<file path="src/rtl/execute_muldiv.sv">
// Iterative RV M-extension unit: radix-2 shift-add multiply and restoring divide
// on operand magnitudes, with sign fix-up and a valid/ready result handoff.
module execute_muldiv #(
    parameter int XLEN = 32,
    parameter int RD_W = 5
) (
    input  logic            clk,
    input  logic            rst,
    input  logic            valid_in,
    input  logic [2:0]      funct3,
    input  logic [XLEN-1:0] rs1_data,
    input  logic [XLEN-1:0] rs2_data,
    input  logic [RD_W-1:0] rd_in,
    input  logic            flush,
    input  logic            result_ready,
    output logic            result_valid,
    output logic [XLEN-1:0] result,
    output logic [RD_W-1:0] rd_out,
    output logic            busy,
    output logic            stall_out
);
    localparam int CW = $clog2(XLEN);

    typedef enum logic [1:0] {IDLE, CALC, FIX, DONE} state_t;
    state_t r_state, w_next;

    logic [CW-1:0]   r_cnt;
    logic [XLEN-1:0] r_hi, r_lo, r_op;
    logic [2:0]      r_f3;
    logic            r_neg, r_neg_a;

    logic            w_is_div, w_a_signed, w_b_signed, w_sa, w_sb;
    logic            w_div0, w_ovf, w_special, w_accept;
    logic [XLEN-1:0] w_mag_a, w_mag_b, w_spec_res, w_quo, w_rem, w_fix_res;
    logic [XLEN:0]   w_sum, w_trial;
    logic [2*XLEN-1:0] w_prod;

    assign w_is_div   = funct3[2];
    assign w_a_signed = (funct3 == 3'b001) | (funct3 == 3'b010) | (funct3[2] & ~funct3[0]);
    assign w_b_signed = (funct3 == 3'b001) | (funct3[2] & ~funct3[0]);
    assign w_sa       = w_a_signed & rs1_data[XLEN-1];
    assign w_sb       = w_b_signed & rs2_data[XLEN-1];
    assign w_mag_a    = w_sa ? -rs1_data : rs1_data;
    assign w_mag_b    = w_sb ? -rs2_data : rs2_data;

    // Division corner cases bypass the iteration entirely
    assign w_div0     = w_is_div & (rs2_data == '0);
    assign w_ovf      = w_is_div & ~funct3[0] & (rs1_data == {1'b1, {(XLEN-1){1'b0}}}) & (&rs2_data);
    assign w_special  = w_div0 | w_ovf;
    assign w_spec_res = w_div0 ? (funct3[1] ? rs1_data : '1) : (funct3[1] ? '0 : rs1_data);
    assign w_accept   = valid_in & ~flush & (r_state == IDLE);

    // Multiply: {r_hi,r_lo} is the partial product with the multiplier shifting out of r_lo.
    // Divide: r_hi is the partial remainder, r_lo shifts dividend out and quotient in.
    assign w_sum   = {1'b0, r_hi} + (r_lo[0] ? {1'b0, r_op} : '0);
    assign w_trial = {r_hi, r_lo[XLEN-1]} - {1'b0, r_op};

    assign w_prod    = r_neg ? -{r_hi, r_lo} : {r_hi, r_lo};
    assign w_quo     = r_neg ? -r_lo : r_lo;
    assign w_rem     = r_neg_a ? -r_hi : r_hi;
    assign w_fix_res = r_f3[2] ? (r_f3[1] ? w_rem : w_quo)
                     : ((r_f3[1:0] == 2'b00) ? w_prod[XLEN-1:0] : w_prod[2*XLEN-1:XLEN]);

    always_ff @(posedge clk or negedge rst) begin
        if (!rst) r_state <= IDLE;
        else      r_state <= w_next;
    end

    always_comb begin
        w_next = r_state;
        if (flush) begin
            w_next = IDLE;
        end else begin
            case (r_state)
                IDLE: if (valid_in) w_next = w_special ? DONE : CALC;
                CALC: if (r_cnt == '0) w_next = FIX;
                FIX:  w_next = DONE;
                DONE: if (result_ready) w_next = IDLE;
                default: w_next = IDLE;
            endcase
        end
    end

    always_comb begin
        result_valid = (r_state == DONE);
        busy         = (r_state != IDLE);
        stall_out    = (valid_in | busy) & ~((r_state == DONE) & result_ready) & ~flush;
    end

    always_ff @(posedge clk or negedge rst) begin
        if (!rst) begin
            r_cnt   <= '0;
            r_hi    <= '0;
            r_lo    <= '0;
            r_op    <= '0;
            r_f3    <= '0;
            r_neg   <= 1'b0;
            r_neg_a <= 1'b0;
            result  <= '0;
            rd_out  <= '0;
        end else if (w_accept) begin
            r_f3    <= funct3;
            rd_out  <= rd_in;
            r_cnt   <= CW'(XLEN-1);
            r_neg   <= w_sa ^ w_sb;
            r_neg_a <= w_sa;
            r_hi    <= '0;
            r_op    <= w_is_div ? w_mag_b : w_mag_a;
            r_lo    <= w_is_div ? w_mag_a : w_mag_b;
            if (w_special) result <= w_spec_res;
        end else if (r_state == CALC && !flush) begin
            r_cnt <= r_cnt - CW'(1);
            if (r_f3[2]) begin
                r_hi <= w_trial[XLEN] ? {r_hi[XLEN-2:0], r_lo[XLEN-1]} : w_trial[XLEN-1:0];
                r_lo <= {r_lo[XLEN-2:0], ~w_trial[XLEN]};
            end else begin
                r_hi <= w_sum[XLEN:1];
                r_lo <= {w_sum[0], r_lo[XLEN-1:1]};
            end
        end else if (r_state == FIX && !flush) begin
            result <= w_fix_res;
        end
    end
endmodule

</file>
<file path="config.mk">
export PLATFORM = sky130hd
export DESIGN_NAME = execute_muldiv
export DESIGN_NICKNAME = d
export VERILOG_FILES = /design/src/rtl/execute_muldiv.sv
export SDC_FILE = /design/constraint.sdc
export NUM_CORES = 1
export LEC_CHECK = 0
export ABC_AREA = 1
export CAP_MARGIN = 25
export CORE_MARGIN = 2
export CORE_UTILIZATION = 45
export CTS_BUF_LIST = sky130_fd_sc_hd__clkbuf_8
export DETAILED_ROUTE_END_ITERATION = 8
export DONT_BUFFER_PORTS = 1
export SYNTH_ARGS = -nofsm -noshare
export SYNTH_HDL_FRONTEND = slang
export SYNTH_SLANG_ARGS = --single-unit
export TNS_END_PERCENT = 5
</file>
<file path="constraint.sdc">
create_clock -name clk -period 5.9 [get_ports clk]
set_clock_uncertainty 0.15 [all_clocks]
set_input_delay 1.475 -clock clk [delete_from_list [all_inputs] [get_ports clk]]
set_output_delay 1.475 -clock clk [all_outputs]
set_load 0.02 [all_outputs]
</file>
* Yosys cells after proc, flatten, opt, wreduce, memory -nomap -nowiden *
Cells that the tools add are included.
Widths: inputs -> output; s select.

storage, ports and cells
  output and inout port bits = 40
  word-level logic and storage cells = 96
  bits of input ports = 77
  register bits after elaboration = 145

cells by class
  muxes and demuxes = 33
  $add $sub $neg = 8
  reductions and logical operators = 13
  bitwise operators = 21
  equality and inequality tests = 11

operators by type and width
  cell                  count
  $mux 32               24
  $neg 32->32           4
  $mux 64               1
  $neg 64->64           1
  $add 32x32->33        1
  $sub 33x32->33        1
  $eq 32x32->1 const B  1
  $logic_not 32->1      1
  $reduce_and 32->1     1
  $and 1x1->1           11
  $mux 2                5
  $mux 5                2
  $ne 3x3->1 const B    3
  $pmux 2 s4            1
  $reduce_and 3->1      2
  $reduce_bool 2->1     3
  $logic_not 5->1       1
  $or 1x1->1            5
  $sub 5x1->5 const B   1
  $eq 2x2->1 const B    2
  $logic_not 2->1       2
  $ne 2x2->1 const B    2
  $not 1->1             4
  $eq 3x1->1 const B    1
  5 further kinds       6

* Logic depth before layout (Yosys ltp) *
Gate-level depths: netlist (run 1).

  word-level depth = 9
  gate-level depth with buffers = 20
  depth with buffers taken out = 18

* Worst setup path before layout (run 1) *
OpenSTA, ideal clock, no wires.

  path type = in2out
  start point = input flush
  end point = output stall_out
  stages on the path = 3
  path slack = 2.321 ns
  path buffers = 0
  data required time = 4.275 ns
  data arrival time = 1.954 ns
  path through = inv_2 -> o21ai_0 -> a21oi_1

on the way
  word-level cells in the longest chain between the ends = 2

RTL lines
  what             RTL line  text
  start, declared  14        input logic flush,
  $not 1->1        87        stall_out = (valid_in | busy) & ~((r_state == DONE) & result_ready) & ~flush;
  $and 1x1->1      87
  end, declared    20        output logic stall_out

No other way between the ends.

* Worst setup path after layout (run 1) *
  start point = register r_lo[31]
  end point = register r_hi[22]

on the way
  word-level cells in the longest chain between the ends = 5

RTL lines
  what                    RTL line  text
  start, declared         28        logic [XLEN-1:0] r_hi, r_lo, r_op;
  start signal, assigned  109       r_lo <= w_is_div ? w_mag_a : w_mag_b;
  start signal, assigned  115       r_lo <= {r_lo[XLEN-2:0], ~w_trial[XLEN]};
  start signal, assigned  118       r_lo <= {w_sum[0], r_lo[XLEN-1:1]};
  $sub 33x32->33          56        assign w_trial = {r_hi, r_lo[XLEN-1]} - {1'b0, r_op};
  $mux 32                 114       r_hi <= w_trial[XLEN] ? {r_hi[XLEN-2:0], r_lo[XLEN-1]} : w_trial[XLEN-1:0];
  $mux 32                 113       if (r_f3[2]) begin
  $mux 32                 111       end else if (r_state == CALC && !flush) begin
  $mux 32                 101       end else if (w_accept) begin
  end signal, assigned    114
  end signal, assigned    117       r_hi <= w_sum[XLEN:1];
  end, declared           28

No other way between the ends. The select of a mux whose other input is x is not followed.
A chain may end at the register's enable or synchronous reset.

==> summary.md, run 1 <==
| Metric | Value |
|---|---|
| Outcome | completed |
| Dpl cell area | roughly 19,000 um^2 |
| Share of the synthesized area in the top cell type | 0.2280 |
| Setup CP Type | reg -> reg |
| Critical Path Slowest Stage Cell | dfrtp_1 |
| Number of library cell types mapped by synthesis | 56 |
| CTS tree | built |
| Final Cycle Share | 0.6656 |
| Worst Tran Pin Value | 0.9883 ns |
| Worst EP arrival | about 4.2 ns |
| Die Span Y | a little over 200 um |
| Post-route ant nets | 0 |
| Pin count of the biggest net entering global routing | 146 |
| H-Tree Depth | 4 |
| Synth cell count leaders | nand2_1, inv_1, nor2_1 |
| GR Overflow Total | 0 |
| Crit-path cells | inv_1, ha_1, fa_1, o21ai_2, nand2_1, nand2_2, nand2_1, nand2_2, nand2_2, nand3_1, nand2_2, nand2_1, nand3_1, nand2_1, nand2_1 |
| Synth Instances | about 3.3k |
| Post-synth EDFFs | 0 |
| CP max FO | 32 |
| Vias per Instance | 5.937 |
| Most frequent cell after synthesis | nand2_1 |
| Vias in the first global route | 20.75k |
| Final Critical Period | 3.927 ns |
| Num ports | around 120 |
| Starting Density | 0.4536 |
| Synth Area in Compound Gates | 0.1502 |
| Post-synthesis cell area | approximately 18,000 um^2 |
| Fill cells | ~4.5k |
| # setup viols final | 0 |
| Post-Synth Simple-Gate Area | 0.4362 |
| N_diodes | 0 |
| Multi-input gate area | about 13,000 um^2 |
| Adder-cell share of the synthesized area | 0.05374 |
| Nets | roughly 3.4k |
| Total power | around 13 mW |
| Critical Path Sink Type | flop |
| Clk sink count | 145 |
| Synth Flop Type | dfrtp_1 |
| Core area | between 40,000 and 50,000 um^2 |
| Max Cap Viol | 0 |
| FF+latch count, synth | around 150 |
| Leak | just under 10 nW |
| Cell Count, Final, Fillers Out | 3,741 |
| Peak VDD IR | between 400 and 500 uV |
| CTS Hold Bufs | 0 |
| CTS-repair resized insts | 0 |
| Longest Clk Path Bufs | 2 |
| Max stage delay on crit path | about 0.57 ns |
| Proportion of layout cells with a drive suffix above 1 | 0.04113 |
| DIE AREA | between 40,000 and 50,000 um^2 |
| HP Class | reg -> reg |
| R2r setup slk | around 2 ns |
| Post-synthesis mux area share | 0.0005429 |
| Fraction of registers with async set/reset | 1.000 |
| Total GRT Usage | 0.4133 |
| FMAX | roughly 0.25 GHz |
| Placer congestion estimate | between 1 and 1.5 |
| # port buffers | 0 |
| FP Rows | 74 |
| Slew headroom | 0.3371 |
| Final hold violations | 0 |
| Design area | 19,150 um^2 |
| HPWL Detailed | ~70,000 um |
| Global-route wire length before repair | approximately 130,000 um |
| Most prevalent standard cell on the critical path | nand2_1 |
| Synthesis Warnings | 0 |
| Largest cells by area after synthesis | nand2_1, dfrtp_1, nand3_1 |
| Final Slew Violations | 0 |
| Clk slew on worst S/H paths | 0.10 ns |
| Syn-to-layout area delta | 3.848% |
| XOR/XNOR share of the synthesized area | 0.04987 |
| Die width | between 200 and 250 um |
| Vias | around 22k |
| CTS root buf | clkbuf_8 |
| Cells after DPL | 3,709 |
| TritonRoute pass-1 iters | 7 |
| PD cells | approximately 680 nW/um^2 |
| Initial antenna violation count | 1 |
| Worst-skew pair later-pin latency | 0.57 ns |
| Unrepaired setup endpoints after global routing | false |
| Area leader, netlist | nand2_1 |
| Largest family of logic cells by synthesized area | simple AND/OR/NAND/NOR gates |
| Drt wl/cell | ~23 um |
| Setup TNS | 0 ns |
| Startpoint Class | flop |
| Sequential cell area | approximately 3600 um^2 |
| DRC viols | 0 |
| Syn Nets | 3,424 |
| Num CTS Buffers | 17 |
| Sequential area share after synthesis | 0.1968 |
| Total setup buffers inserted after CTS | 0 |
| Worst EP required | approximately 6.2 ns |
| Syn Area/Cell | about 5.6 um^2 |
| Initial DRC count | ~2.7k |
| Total Wirelength | between 80,000 and 90,000 um |
## where the power goes
| part | switching (mW) | internal, mW |
|---|---|---|
| Combinational | 6.69 | 2.83 |
| Clock | 0.501 | 0.358 |
| Sequential | 1.24 | 1.46 |
## metal layers
layer | track usage | vias to the layer above | part of all wire
met3 | 0.08199 | 284 | 0.097
met2 | 0.6602 | 1296 | 0.45
li1 | - | 10370 | -
met4 | 0.2760 | 2 | 0.074
met5 | 0 | - | 0.00013
met1 | 0.5029 | 10260 | 0.38
## kinds of logic (layout without fill, tap and decap cells)
logic type,Yosys count,count (layout)
xor gates and xnor gates,105,105
and+or+nand+nor,1936,1936
DFF,145,145
adders and majority gates,78,78
muxes,1,1
buffers and inverters,522,462
AOI/OAI and AO/OA,482,482
## cell usage in the layout, fill, tap and decap left out, types with 3 or more instances in the layout
| master | count |
|---|---|
| a21oi_1 | 165 |
| nand2_4 | 3 |
| dfrtp_1 | 143 |
| nand2_2 | 15 |
| inv_6 | 4 |
| o22ai_1 | 6 |
| ha_1 | 76 |
| nor2_1 | 366 |
| o21ai_2 | 4 |
| clkinv_2 | 3 |
| nand2_1 | 1120 |
| o221ai_1 | 9 |
| o211ai_1 | 34 |
| nand3b_1 | 5 |
| nor2_2 | 10 |
| xnor2_1 | 21 |
| nand3_1 | 326 |
| a31oi_1 | 13 |
| a221oi_1 | 16 |
| nor4_1 | 5 |
| clkbuf_8 | 18 |
| o21ai_0 | 168 |
| nand4_1 | 38 |
| nor2_4 | 5 |
| o21bai_1 | 7 |
| o31ai_1 | 3 |
| a21o_1 | 4 |
| xor2_1 | 84 |
| clkinv_4 | 3 |
| o21a_1 | 7 |
| inv_1 | 388 |
| or2_2 | 10 |
| nand3_2 | 4 |
| nor3_1 | 22 |
| a22oi_1 | 20 |
| buf_4 | 25 |
| inv_2 | 14 |
| o21ai_1 | 18 |
## worst paths after layout
path / start / end / cells past startpoint
setup / recovery: r_lo[31]$_DFFE_PN0P_ / r_hi[22]$_DFFE_PN0P_ / 15
hold / removal: r_cnt[4]$_DFFE_PN0P_ / r_cnt[4]$_DFFE_PN0P_ / 1
setup reg to reg: r_lo[31]$_DFFE_PN0P_ / r_hi[22]$_DFFE_PN0P_ / 15
hold reg to reg: r_cnt[4]$_DFFE_PN0P_ / r_cnt[4]$_DFFE_PN0P_ / 1
max in group asynchronous: rst / r_hi[23]$_DFFE_PN0P_ / 0
min in group asynchronous: rst / r_cnt[3]$_DFFE_PN0P_ / 0
## layout make-up
type                       instances  share of cell area
multi-input combinational       2602              0.6655
inverter                         405             0.07952
tap                              532             0.03476
timing repair buffer              25            0.009801
clock buffer                      18             0.01294
sequential                       145              0.1896
clock inverter                    14            0.007841
## per-stage QoR
stage	util	worst slack [ns]	hold WS [ns]
after floorplan	-	2.321	0.3082
after global placement	0.4613	1.799	0.3379
after detailed placement	0.4613	1.738	0.3553
after CTS	0.4711	2.165	0.3712
after global routing	0.4711	1.899	0.4082
final	0.4711	1.973	0.3682
## worst max-delay path: cells and delay by family, from the launching register on
| family | cells | cell delay (ns) |
|---|---|---|
| AOI/OAI and AO/OA | 1 | 0.24 |
| DFF | 1 | 0.57 |
| adders and majority gates | 2 | 0.81 |
| buffers and inverters | 1 | 0.18 |
| and+or+nand+nor | 11 | 1.87 |
## state kept, by name, indices dropped and copies added (netlist names)
| signal | flops |
|---|---|
| r_hi | 32 |
| r_lo | 32 |
| r_op | 32 |
| result | 32 |
| r_cnt | 5 |
| rd_out | 5 |
| r_f3 | 3 |
| r_state | 2 |
| r_neg | 1 |
| r_neg_a | 1 |
Note: power is estimated with default switching activity, not from simulation.
==> run 2: changes to the inputs <==
--- a/config.mk
+++ b/config.mk
@@ -5,7 +5,7 @@
 export SDC_FILE = /design/constraint.sdc
 export NUM_CORES = 1
 export LEC_CHECK = 0
-export ABC_AREA = 1
+export ABC_AREA = 0
 export CAP_MARGIN = 25
 export CORE_MARGIN = 2
 export CORE_UTILIZATION = 45
==> constraint.sdc (replaced) <==
create_clock -name clk -period 3.23 [get_ports clk]
set_clock_uncertainty 0.15 [all_clocks]
set_input_delay 0.8075 -clock clk [delete_from_list [all_inputs] [get_ports clk]]
set_output_delay 0.8075 -clock clk [all_outputs]
set_load 0.02 [all_outputs]
==> run 2 against run 1 <==
- the flow now finishes with violations (hold timing, setup timing)
- synthesized cell count fell by 36%
- count of clock-buffer cells in the layout did not move
- cell area rose by 2.0%
- non-clock buffer count rose by 336
- combinational power rose by 63%
- power rose by 56%
- sequential share of layout area fell by 0.35 points
- die area fell by 15%
- global-route usage fell by 5.4 points
==> summary.md, run 2 <==
| Metric | Value |
|---|---|
| Slew headroom | 0.3490 (was 0.3371) |
| Leak | 8.503 nW (was 9.938 nW) |
| Number of library cell types mapped by synthesis | 89 (was 56) |
| Synth Instances | 2,077 (was 3,269) |
| HP Class | in -> async (was reg -> reg) |
| Reg2reg start | r_lo[0]$_DFFE_PN0P_ (was r_lo[31]$_DFFE_PN0P_) |
| Setup CP Type | reg -> reg (unchanged) |
| Fill cells | 3,251 (was 4,451) |
| Worst setup startpoint | r_lo[0]$_DFFE_PN0P_ (was r_lo[31]$_DFFE_PN0P_) |
| Final WS setup | -0.1320 ns (was 1.973 ns) |
| Worst Tran Pin Value | 0.9754 ns (was 0.9883 ns) |
| # port buffers | 0 (unchanged) |
| DRC viols | 0 (unchanged) |
| Worst setup path end | r_hi[28]$_DFFE_PN0P_ (was r_hi[22]$_DFFE_PN0P_) |
| Die width | 189.9 um (was 206.4 um) |
| Core area | 34,290 um^2 (was 40,650 um^2) |
| Global-route wire length before repair | 97,720 um (was 129,000 um) |
| R2r endpoint | r_hi[28]$_DFFE_PN0P_ (was r_hi[22]$_DFFE_PN0P_) |
| Total Wirelength | 65,740 um (was 87,820 um) |
| Initial DRC count | 1,927 (was 2,694) |
| Final Critical Period | 3.362 ns (was 3.927 ns) |
| GR Overflow Total | 0 (unchanged) |
| Initial antenna violation count | 4 (was 1) |
| CP max FO | 7 (was 32) |
| Post-synth EDFFs | 0 (unchanged) |
| Most frequent cells in the layout | buf_4, nand2_1, o21ai_0, nor2_1, a21oi_1 (was nand2_1, inv_1, nor2_1, nand3_1, o21ai_0) |
| FMAX | 0.2974 GHz (was 0.2546 GHz) |
| Leading cell type in the layout, fill and taps excluded | buf_4 (was nand2_1) |
| DIE AREA | 36,070 um^2 (was 42,610 um^2) |
| Max Cap Viol | 0 (unchanged) |
| Area leader, netlist | dfrtp_1 (was nand2_1) |
| Post-synthesis cell area | 15,550 um^2 (was 18,440 um^2) |
| Vias | 17.16k (was 22.21k) |
| # setup viols final | 15 (was 0) |
| Synth cell count leaders | nand2_1, o21ai_0, nor2_1 (was nand2_1, inv_1, nor2_1) |
| Share of the synthesized area in the top cell type | 0.2333 (was 0.2280) |
| Most frequent cell after synthesis | nand2_1 (unchanged) |
| Fin Hold WS | -0.1495 ns (was 0.3682 ns) |
| Synth Flop Type | dfrtp_1 (unchanged) |
| Drt wl/cell | 23.61 um (was 23.47 um) |
| Syn-to-layout area delta | 25.53% (was 3.848%) |
| CP Buf/Inv Count | 4 (was 1) |
| Startpoint Class | flop (unchanged) |
| Clk slew on worst S/H paths | 0.11 ns (was 0.10 ns) |
| Peak VDD IR | 526.8 uV (was 444.9 uV) |
| Sequential area share after synthesis | 0.2333 (was 0.1968) |
| Final Slew Violations | 0 (unchanged) |
| R2r setup slk | -0.13 ns (was 1.97 ns) |
| TritonRoute pass-1 iters | 5 (was 7) |
| Crit-path cells | inv_4, buf_12, buf_4, buf_4, nor2_1, ha_1, and3_4, and3_4, nand3_2, a2111o_1, nand4_1, a41oi_2, nor2b_4, xnor2_2, a221o_1 (was inv_1, ha_1, fa_1, o21ai_2, nand2_1, nand2_2, nand2_1, nand2_2, nand2_2, nand3_1, nand2_2, nand2_1, nand3_1, nand2_1, nand2_1) |
| Starting Density | 0.4537 (was 0.4536) |
| Outcome | complete, but fails checks (was completed) |
| Clk sink count | 145 (unchanged) |
| Placer congestion estimate | 0.9869 (was 1.088) |
| Syn Nets | 2,232 (was 3,424) |
| Critical Path Slowest Stage Cell | dfrtp_2 (was dfrtp_1) |
| H-Tree Depth | 4 (unchanged) |
| CP Depth | 15 (unchanged) |
| Num ports | 117 (unchanged) |
| Pin count of the biggest net entering global routing | 146 (unchanged) |
| Vias in the first global route | 16.23k (was 20.75k) |
| Final Cycle Share | 1.041 (was 0.6656) |
| Worst Reg-to-Reg Cells | 15 (unchanged) |
| HPWL Detailed | 50,830 um (was 69,590 um) |
| Proportion of layout cells with a drive suffix above 1 | 0.2345 (was 0.04113) |
| FF+latch count, synth | 145 (unchanged) |
| CTS tree | built (unchanged) |
| Max stage delay on crit path | 0.46 ns (was 0.57 ns) |
| Nets | 2,470 (was 3,351) |
| Worst EP arrival | 3.60 ns (was 4.22 ns) |
| Failing checks | hold timing, setup timing |
| Setup TNS | -0.6071 ns (was 0 ns) |
| Num CTS Buffers | 17 (unchanged) |
| Vias per Instance | 6.162 (was 5.937) |
| Longest Clk Path Bufs | 2 (unchanged) |
| Critical Path Sink Type | flop (unchanged) |
| Total GRT Usage | 0.3591 (was 0.4133) |
| PD cells | 1048 nW/um^2 (was 683.3 nW/um^2) |
| Final hold violations | 145 (was 0) |
| Synthesis Warnings | 0 (unchanged) |
| Largest cells by area after synthesis | dfrtp_1, o21ai_0, ha_1 (was nand2_1, dfrtp_1, nand3_1) |
| Fraction of registers with async set/reset | 1.000 (unchanged) |
| Crit-path leading delay family | compound AO/OA/AOI/OAI gates (was simple AND/OR/NAND/NOR gates) |
| Worst EP required | 3.47 ns (was 6.19 ns) |
| Syn Area/Cell | 7.489 um^2 (was 5.641 um^2) |
| CTS root buf | clkbuf_8 (unchanged) |
| Die Span Y | 189.9 um (was 206.4 um) |
| Unrepaired setup endpoints after global routing | true (was false) |
| Post-route ant nets | 0 (unchanged) |
| FP Rows | 68 (was 74) |
| Worst-skew pair later-pin latency | 0.51 ns (was 0.57 ns) |
==> run 2: logic make-up after synthesis <==
logic type	count (synthesis)	synth area share
AO/OA/AOI/OAI	665	0.2693
XOR/XNOR	197	0.1109
adder cells (fa/ha/maj)	100	0.07786
buffers and inverters	218	0.05614
flip-flops	145	0.2333
multiplexers	73	0.04778
AND/OR/NAND/NOR	679	0.2047
==> run 2: area by class of cell <==
cell class	instances	area, um^2	area share
clock inverter	14	145.1	0.007433
antenna	1	2.502	0.0001282
multi-input combinational	1714	11770	0.6030
clock buffer	18	247.7	0.01269
inverter	76	287.8	0.01474
tap	455	569.3	0.02916
timing repair buffer	361	2867	0.1468
sequential	145	3633	0.1861
==> run 2: routing by layer <==
metal,part of all wire,vias to the layer above,wire length [um],GRT usage
li1,-,7977,-,-
met4,0.036,4,2367,0.1416
met2,0.44,802,28810,0.5504
met3,0.10,141,6683,0.1057
met5,0.00041,-,27,0
met1,0.42,8231,27850,0.4746
==> run 2: worst min path at each step <==
stage	from	to	cells after the start
2_1_floorplan	r_op[10]$_DFFE_PN0P_	r_op[10]$_DFFE_PN0P_	2
3_3_place_gp	r_op[21]$_DFFE_PN0P_	r_op[21]$_DFFE_PN0P_	2
3_5_place_dp	r_op[17]$_DFFE_PN0P_	r_op[17]$_DFFE_PN0P_	2
4_1_cts	rst	result[14]$_DFFE_PN0P_	0
5_1_grt	rst	rd_out[1]$_DFFE_PN0P_	0
6_report	rst	result[14]$_DFFE_PN0P_	0
==> run 2: power breakdown <==
part	internal, mW	switching (mW)
Clock	0.655	0.871
Combinational	6.73	8.76
Sequential	2.49	0.956
Total	9.88	10.6
==> run 2: worst register-to-register path, stage by stage, from the launching register on <==
cell      delay [ns]
dfrtp_2         0.46
inv_4           0.11
buf_12          0.15
buf_4           0.13
buf_4           0.10
nor2_1          0.05
ha_1            0.29
and3_4          0.19
and3_4          0.19
nand3_2         0.08
a2111o_1        0.41
nand4_1         0.17
a41oi_2         0.16
nor2b_4         0.17
xnor2_2         0.12
a221o_1         0.31
==> run 2: metrics by stage <==
step                total power, mW  cell area [um^2]    util  std cells  setup slack (ns)
finish                        20.46             19530  0.5695       2784           -0.1320
global route                  21.79             19520  0.5694       2783           -0.1934
CTS                           19.49             19010  0.5546       2772           -0.1125
detailed placement            17.47             18240  0.5319       2728           -0.5609
global placement              17.32             18240  0.5319       2728           -0.5489
floorplan                     11.73             15620       -       2077           -0.1728
==> run 2: what timing repair did <==
item	CTS	global route
hold endpoints to repair	145	145
gates cloned	2	0
resized for setup	68	98
buffers inserted	10	13
setup endpoints to repair	45	56
pin swaps	34	54
